### src/rtl/axil_pkg.sv
// Shared AXI4-Lite types, response codes and FSM state encodings for the
// register-file slaves.
package axil_pkg;

  localparam int AXI_DATA_W = 32;
  localparam int AXI_ADDR_W = 8;
  localparam int AXI_STRB_W = AXI_DATA_W / 8;

  typedef logic [1:0]            axi_resp_t;
  typedef logic [AXI_DATA_W-1:0] axi_data_t;
  typedef logic [AXI_ADDR_W-1:0] axi_addr_t;
  typedef logic [AXI_STRB_W-1:0] axi_strb_t;

  localparam axi_resp_t RESP_OKAY   = 2'b00;
  localparam axi_resp_t RESP_SLVERR = 2'b10;
  localparam axi_resp_t RESP_DECERR = 2'b11;

  typedef enum logic {WR_IDLE, WR_RESP} wr_state_t;
  typedef enum logic {RD_IDLE, RD_DATA} rd_state_t;

endpackage

### src/rtl/axil_strb_merge.sv
// Byte-strobe merge: each byte lane takes new data when its strobe is set,
// otherwise keeps the old register contents.
module axil_strb_merge #(
  parameter int DATA_WIDTH = 32
) (
  input  logic [DATA_WIDTH-1:0]   i_old,
  input  logic [DATA_WIDTH-1:0]   i_wdata,
  input  logic [DATA_WIDTH/8-1:0] i_strb,
  output logic [DATA_WIDTH-1:0]   o_data
);

  always_comb begin
    o_data = i_old;
    for (int k = 0; k < DATA_WIDTH / 8; k++) begin
      if (i_strb[k]) o_data[8*k +: 8] = i_wdata[8*k +: 8];
    end
  end

endmodule

### src/rtl/axil_regfile_slave.sv
// AXI4-Lite register file slave with byte strobes, hardware-sourced read-only
// registers, per-register write pulses and SLVERR/DECERR responses.
//
// Handshake rule on every channel: a transfer happens on the rising clk edge
// where VALID and READY are both high; a source holds VALID and its payload
// until that edge, and READY never depends combinationally on VALID.
module axil_regfile_slave
  import axil_pkg::*;
#(
  parameter int                  AXI_DATA_WIDTH = 32,
  parameter int                  AXI_ADDR_WIDTH = 8,
  parameter int                  NUM_REGS       = 16,
  parameter logic [NUM_REGS-1:0] RO_MASK        = '0
) (
  input  logic                               clk,
  input  logic                               areset,
  input  logic [AXI_ADDR_WIDTH-1:0]          S00_AXI_AWADDR,
  input  logic                               S00_AXI_AWVALID,
  output logic                               S00_AXI_AWREADY,
  input  logic [AXI_DATA_WIDTH-1:0]          S00_AXI_WDATA,
  input  logic [AXI_DATA_WIDTH/8-1:0]        S00_AXI_WSTRB,
  input  logic                               S00_AXI_WVALID,
  output logic                               S00_AXI_WREADY,
  output logic [1:0]                         S00_AXI_BRESP,
  output logic                               S00_AXI_BVALID,
  input  logic                               S00_AXI_BREADY,
  input  logic [AXI_ADDR_WIDTH-1:0]          S00_AXI_ARADDR,
  input  logic                               S00_AXI_ARVALID,
  output logic                               S00_AXI_ARREADY,
  output logic [AXI_DATA_WIDTH-1:0]          S00_AXI_RDATA,
  output logic [1:0]                         S00_AXI_RRESP,
  output logic                               S00_AXI_RVALID,
  input  logic                               S00_AXI_RREADY,
  output logic [NUM_REGS*AXI_DATA_WIDTH-1:0] reg_out,
  input  logic [NUM_REGS*AXI_DATA_WIDTH-1:0] reg_in,
  output logic [NUM_REGS-1:0]                wr_pulse
);

  localparam int STRB_W   = AXI_DATA_WIDTH / 8;
  localparam int ADDR_LSB = $clog2(STRB_W);

  wr_state_t                 r_wr_state;
  rd_state_t                 r_rd_state;
  logic                      r_awready;
  logic                      r_wready;
  logic                      r_bvalid;
  axi_resp_t                 r_bresp;
  logic                      r_aw_done;
  logic                      r_w_done;
  logic [AXI_ADDR_WIDTH-1:0] r_awidx;
  logic [AXI_DATA_WIDTH-1:0] r_wdata;
  logic [STRB_W-1:0]         r_wstrb;
  logic [AXI_DATA_WIDTH-1:0] r_regs [NUM_REGS];
  logic [NUM_REGS-1:0]       r_wr_pulse;
  logic                      r_arready;
  logic                      r_rvalid;
  logic [AXI_DATA_WIDTH-1:0] r_rdata;
  axi_resp_t                 r_rresp;

  logic                      w_aw_hs;
  logic                      w_w_hs;
  logic                      w_ar_hs;
  logic [AXI_ADDR_WIDTH-1:0] w_aw_idx;
  logic [AXI_ADDR_WIDTH-1:0] w_ar_idx;
  logic [AXI_DATA_WIDTH-1:0] w_old;
  logic [AXI_DATA_WIDTH-1:0] w_merged;
  logic [NUM_REGS-1:0]       w_wr_hit;
  axi_resp_t                 w_wr_resp;
  logic [AXI_DATA_WIDTH-1:0] w_rd_data;
  axi_resp_t                 w_rd_resp;

  assign w_aw_hs  = S00_AXI_AWVALID & r_awready;
  assign w_w_hs   = S00_AXI_WVALID & r_wready;
  assign w_ar_hs  = S00_AXI_ARVALID & r_arready;
  assign w_aw_idx = S00_AXI_AWADDR >> ADDR_LSB;
  assign w_ar_idx = S00_AXI_ARADDR >> ADDR_LSB;

  // Decode the captured write index into a one-hot hit and its response.
  always_comb begin
    w_old    = '0;
    w_wr_hit = '0;
    for (int i = 0; i < NUM_REGS; i++) begin
      if (int'(r_awidx) == i) begin
        w_old       = r_regs[i];
        w_wr_hit[i] = 1'b1;
      end
    end
    if (int'(r_awidx) >= NUM_REGS)       w_wr_resp = RESP_DECERR;
    else if ((w_wr_hit & RO_MASK) != '0) w_wr_resp = RESP_SLVERR;
    else                                 w_wr_resp = RESP_OKAY;
  end

  always_comb begin
    w_rd_data = '0;
    for (int i = 0; i < NUM_REGS; i++) begin
      if (int'(w_ar_idx) == i)
        w_rd_data = RO_MASK[i] ? reg_in[i*AXI_DATA_WIDTH +: AXI_DATA_WIDTH] : r_regs[i];
    end
    w_rd_resp = (int'(w_ar_idx) >= NUM_REGS) ? RESP_DECERR : RESP_OKAY;
  end

  axil_strb_merge #(.DATA_WIDTH(AXI_DATA_WIDTH)) u_merge (
    .i_old   (w_old),
    .i_wdata (r_wdata),
    .i_strb  (r_wstrb),
    .o_data  (w_merged)
  );

  always_ff @(posedge clk or posedge areset) begin
    if (areset) begin
      r_wr_state <= WR_IDLE;
      r_awready  <= 1'b0;
      r_wready   <= 1'b0;
      r_bvalid   <= 1'b0;
      r_bresp    <= RESP_OKAY;
      r_aw_done  <= 1'b0;
      r_w_done   <= 1'b0;
      r_awidx    <= '0;
      r_wdata    <= '0;
      r_wstrb    <= '0;
      r_wr_pulse <= '0;
      for (int i = 0; i < NUM_REGS; i++) r_regs[i] <= '0;
    end else begin
      r_wr_pulse <= '0;
      case (r_wr_state)
        WR_IDLE: begin
          if (w_aw_hs) begin
            r_awidx   <= w_aw_idx;
            r_aw_done <= 1'b1;
          end
          if (w_w_hs) begin
            r_wdata  <= S00_AXI_WDATA;
            r_wstrb  <= S00_AXI_WSTRB;
            r_w_done <= 1'b1;
          end
          // Both halves were captured on earlier edges; READYs are already low.
          if (r_aw_done && r_w_done) begin
            if (w_wr_resp == RESP_OKAY) begin
              for (int i = 0; i < NUM_REGS; i++) begin
                if (w_wr_hit[i]) r_regs[i] <= w_merged;
              end
              r_wr_pulse <= w_wr_hit;
            end
            r_bresp    <= w_wr_resp;
            r_bvalid   <= 1'b1;
            r_aw_done  <= 1'b0;
            r_w_done   <= 1'b0;
            r_awready  <= 1'b0;
            r_wready   <= 1'b0;
            r_wr_state <= WR_RESP;
          end else begin
            r_awready <= !(r_aw_done || w_aw_hs);
            r_wready  <= !(r_w_done || w_w_hs);
          end
        end
        WR_RESP: begin
          if (S00_AXI_BREADY) begin
            r_bvalid   <= 1'b0;
            r_awready  <= 1'b1;
            r_wready   <= 1'b1;
            r_wr_state <= WR_IDLE;
          end
        end
        default: r_wr_state <= WR_IDLE;
      endcase
    end
  end

  always_ff @(posedge clk or posedge areset) begin
    if (areset) begin
      r_rd_state <= RD_IDLE;
      r_arready  <= 1'b0;
      r_rvalid   <= 1'b0;
      r_rdata    <= '0;
      r_rresp    <= RESP_OKAY;
    end else begin
      case (r_rd_state)
        RD_IDLE: begin
          if (w_ar_hs) begin
            r_rdata    <= w_rd_data;
            r_rresp    <= w_rd_resp;
            r_rvalid   <= 1'b1;
            r_arready  <= 1'b0;
            r_rd_state <= RD_DATA;
          end else begin
            r_arready <= 1'b1;
          end
        end
        RD_DATA: begin
          if (S00_AXI_RREADY) begin
            r_rvalid   <= 1'b0;
            r_arready  <= 1'b1;
            r_rd_state <= RD_IDLE;
          end
        end
        default: r_rd_state <= RD_IDLE;
      endcase
    end
  end

  genvar g;
  generate
    for (g = 0; g < NUM_REGS; g++) begin : g_out
      assign reg_out[g*AXI_DATA_WIDTH +: AXI_DATA_WIDTH] = r_regs[g];
    end
  endgenerate

  assign S00_AXI_AWREADY = r_awready;
  assign S00_AXI_WREADY  = r_wready;
  assign S00_AXI_BVALID  = r_bvalid;
  assign S00_AXI_BRESP   = r_bresp;
  assign S00_AXI_ARREADY = r_arready;
  assign S00_AXI_RVALID  = r_rvalid;
  assign S00_AXI_RDATA   = r_rdata;
  assign S00_AXI_RRESP   = r_rresp;
  assign wr_pulse        = r_wr_pulse;

endmodule

### config.mk
export PLATFORM = sky130hd
export DESIGN_NAME = axil_regfile_slave
export DESIGN_NICKNAME = d
export VERILOG_FILES = /design/src/rtl/axil_pkg.sv /design/src/rtl/axil_strb_merge.sv /design/src/rtl/axil_regfile_slave.sv
export SDC_FILE = /design/constraint.sdc
export NUM_CORES = 2
export LEC_CHECK = 0
export ABC_AREA = 1
export ABC_CLOCK_PERIOD_IN_PS = 53400
export CORE_AREA = 2 2 438 440
export CTS_CLUSTER_DIAMETER = 50
export DETAILED_ROUTE_END_ITERATION = 16
export DIE_AREA = 0 0 440 442
export PLACE_DENSITY = 0.38
export SETUP_SLACK_MARGIN = 0.1
export SYNTH_ARGS = -nofsm -noshare
export SYNTH_HDL_FRONTEND = slang
export SYNTH_HIERARCHICAL = 1
export SYNTH_SLANG_ARGS = --single-unit
### constraint.sdc
create_clock -name clk -period 53.4 [get_ports clk]
set_input_delay 13.35 -clock clk [delete_from_list [all_inputs] [get_ports clk]]
set_output_delay 13.35 -clock clk [all_outputs]
set_load 0.005 [all_outputs]
==> metrics.yaml <==
status: "completed"
wl_um: 202000
clkTransAtPathRegs_ps: 60
clk_path_buf_depth: 3
syn_avg_cell_area_um2: 7.42
synth.distinct_cells: 27
drt_iter0_drc: 2313
tns_ps: 0
min_to: "S00_AXI_RVALID"
tightest_slew_ps: 1230
avgViaCountPerCell: 4.27
ys_ff_latch: 613
ys_top_cells_by_count: "nand2_1, dfrtp_1, o21ai_0"
clock_sinks: 613
setup_ws_ps: 37010
hold_depth: 1
relSlewSlack_pct: 18.0
syn2layout_area_growth_pct: 42.4
post-cts-setup-buffers: 0
die_height_um: 442
grt_pass1_vias: 30528
p_total_uw: 2140
io_buffers: 623
synth_top_area_share_pct: 50.6
drive_gt1_share_pct: 7.85
synth_cells: 4090
grt_pass1_wl_um: 273000
cts_resized: 0
io-pin-count: 1140
cts-root-buf: "clkbuf_16"
setup_viol: 0
async_flop_share_pct: 100
cts_tree: "done"
utilization_pct: 22.8
place_ws_ps: 36090
drtPass1Iterations: 5
rsz0062_at_grt: "no"
gp_congestion: 0.906
fin_skew_ps: 57.2
antenna_found_initial: 15
numCtsBuffers: 108
place_hpwl_um: 154000
rows: 160
final_area_mm2: 0.0432
synth_edf_count: 0
period_minus_slack_ps: 16390
post-route-period-util_pct: 30.7
crit_required_ps: 54080
hp-start: "r_rd_state"
syn_nets: 4661
final_max_slew_viol_count: 0
clock_latency_ps: 750
antenna_left: 0
htree_num_levels: 3
netlist_area_mm2: 0.0303
grt_max_degree: 161
coreArea_mm2: 0.190
cts_hold_buf: 0
r2r-start: "r_awidx[5]"
yosys-top-cells-area: "dfrtp_1, nand2_1, o21ai_0"
yosysMostFrequentCell: "nand2_1"
r2r_cells: 16
hold_viol: 0
placed_cell_area_mm2: 0.0395
die_x_um: 440
yosysTopAreaCell: "dfrtp_1"
hold_path_class: "reg -> reg"
r2r-end: "reg_out[223]"
cp-end-kind: "async pin"
via_count: 30932
path_max_fanout: 160
nNetsFinal: 5219
reg2reg_slack_ps: 48880
arrival_ps: 17070
ys_seq_area_share_pct: 50.6
power.leakage_uw: 0.0178
vdd_ir_drop_max_uv: 29.9
fmax_mhz: 61.0
drc_errors: 0
p_per_area_mw_per_mm2: 49.5
dieArea_mm2: 0.194
cap_violations: 0
cp-start-kind: "primary input"
yosysWarnings: 6
wl_per_cell_um: 27.9
synth-main-ff-cell: "dfrtp_1"
grt-ovfl-total: 0
track_usage_pct: 20.4
start_util_pct: 16.0
critical_path_class: "in -> async"
[cells by family (layout without fill, tap and decap cells)]
family	count (synthesis)	after routing	synth area share, %
AOI/OAI and AO/OA	684	684	11.3
and+or+nand+nor	2134	2134	28.7
DFF	613	613	50.6
buffers and inverters	620	1266	7.95
muxes	39	39	1.45
other	0	4	0
[where the power goes]
group	internal, uW	switching, uW	total (uW)
registers	581	134	715
clock network	456	280	737
logic	254	435	688
[per-stage QoR]
stage,hold slack [ps],std cells
2_1_floorplan,417,4090
3_3_place_gp,427,7049
3_5_place_dp,442,7049
4_1_cts,416,7247
5_1_grt,447,7248
6_report,426,7251
[state kept, by name, indices dropped and copies added (netlist names)]
signal	flops
reg_out	512
S00_AXI_RDATA	32
r_wdata	32
wr_pulse	16
r_awidx	6
r_wstrb	4
S00_AXI_ARREADY	1
S00_AXI_AWREADY	1
S00_AXI_BRESP	1
S00_AXI_BVALID	1
S00_AXI_RRESP	1
S00_AXI_RVALID	1
S00_AXI_WREADY	1
r_aw_done	1
r_rd_state	1
r_w_done	1
r_wr_state	1
[layout by cell type (no fill, tap or decap), types with 19 or more instances in the layout]
| master | count |
|---|---|
| clkinv_2 | 22 |
| nor2_4 | 32 |
| inv_1 | 350 |
| clkbuf_16 | 108 |
| nand4_1 | 175 |
| nor2_1 | 342 |
| mux2_2 | 39 |
| nand2_1 | 1454 |
| clkdlybuf4s50_1 | 623 |
| buf_4 | 68 |
| dfrtp_1 | 613 |
| o21ai_0 | 557 |
| o21ai_1 | 47 |
| inv_2 | 21 |
| nor3_1 | 19 |
| a21oi_1 | 78 |
| nand3_1 | 83 |
[critical path: stages]
cell	delay [ps]
clkdlybuf4s50_1	500
inv_8	520
buf_4	920
buf_4	680
buf_12	590
[final cells by class]
| type | instances | area [um2] |
|---|---|---|
| Clock inverter | 67 | 877 |
| Sequential cell | 613 | 15300 |
| Inverter | 375 | 1420 |
| Timing Repair Buffer | 693 | 6790 |
| Fill cell | 20942 | 146000 |
| Multi-Input combinational cell | 2857 | 12800 |
| Clock buffer | 131 | 2860 |
| Antenna cell | 4 | 10.0 |
| Tap cell | 2511 | 3140 |
[how the worst max path moves through the flow]
stage                                  from          endpoint  slack, ps  cells past startpoint
after floorplan                      areset   S00_AXI_ARREADY      22890                      1
after CTS                 S00_AXI_ARADDR[7]  S00_AXI_RDATA[0]      36890                     12
after global placement    S00_AXI_ARADDR[7]  S00_AXI_RDATA[0]      36070                     12
after global routing                 areset      reg_out[458]      36550                      5
final                                areset      reg_out[373]      37010                      5
after detailed placement  S00_AXI_ARADDR[7]  S00_AXI_RDATA[0]      36090                     12
[layer usage]
metal  track usage [%]  vias up  part of all wire [%]
met5                 0        -                 0.013
met4              5.83        4                   3.1
met3              9.01      221                    11
met2              32.9     1210                    46
met1              24.4    15297                    40
li1                  -    14200                     -
Power figures use the tool's default switching activity.
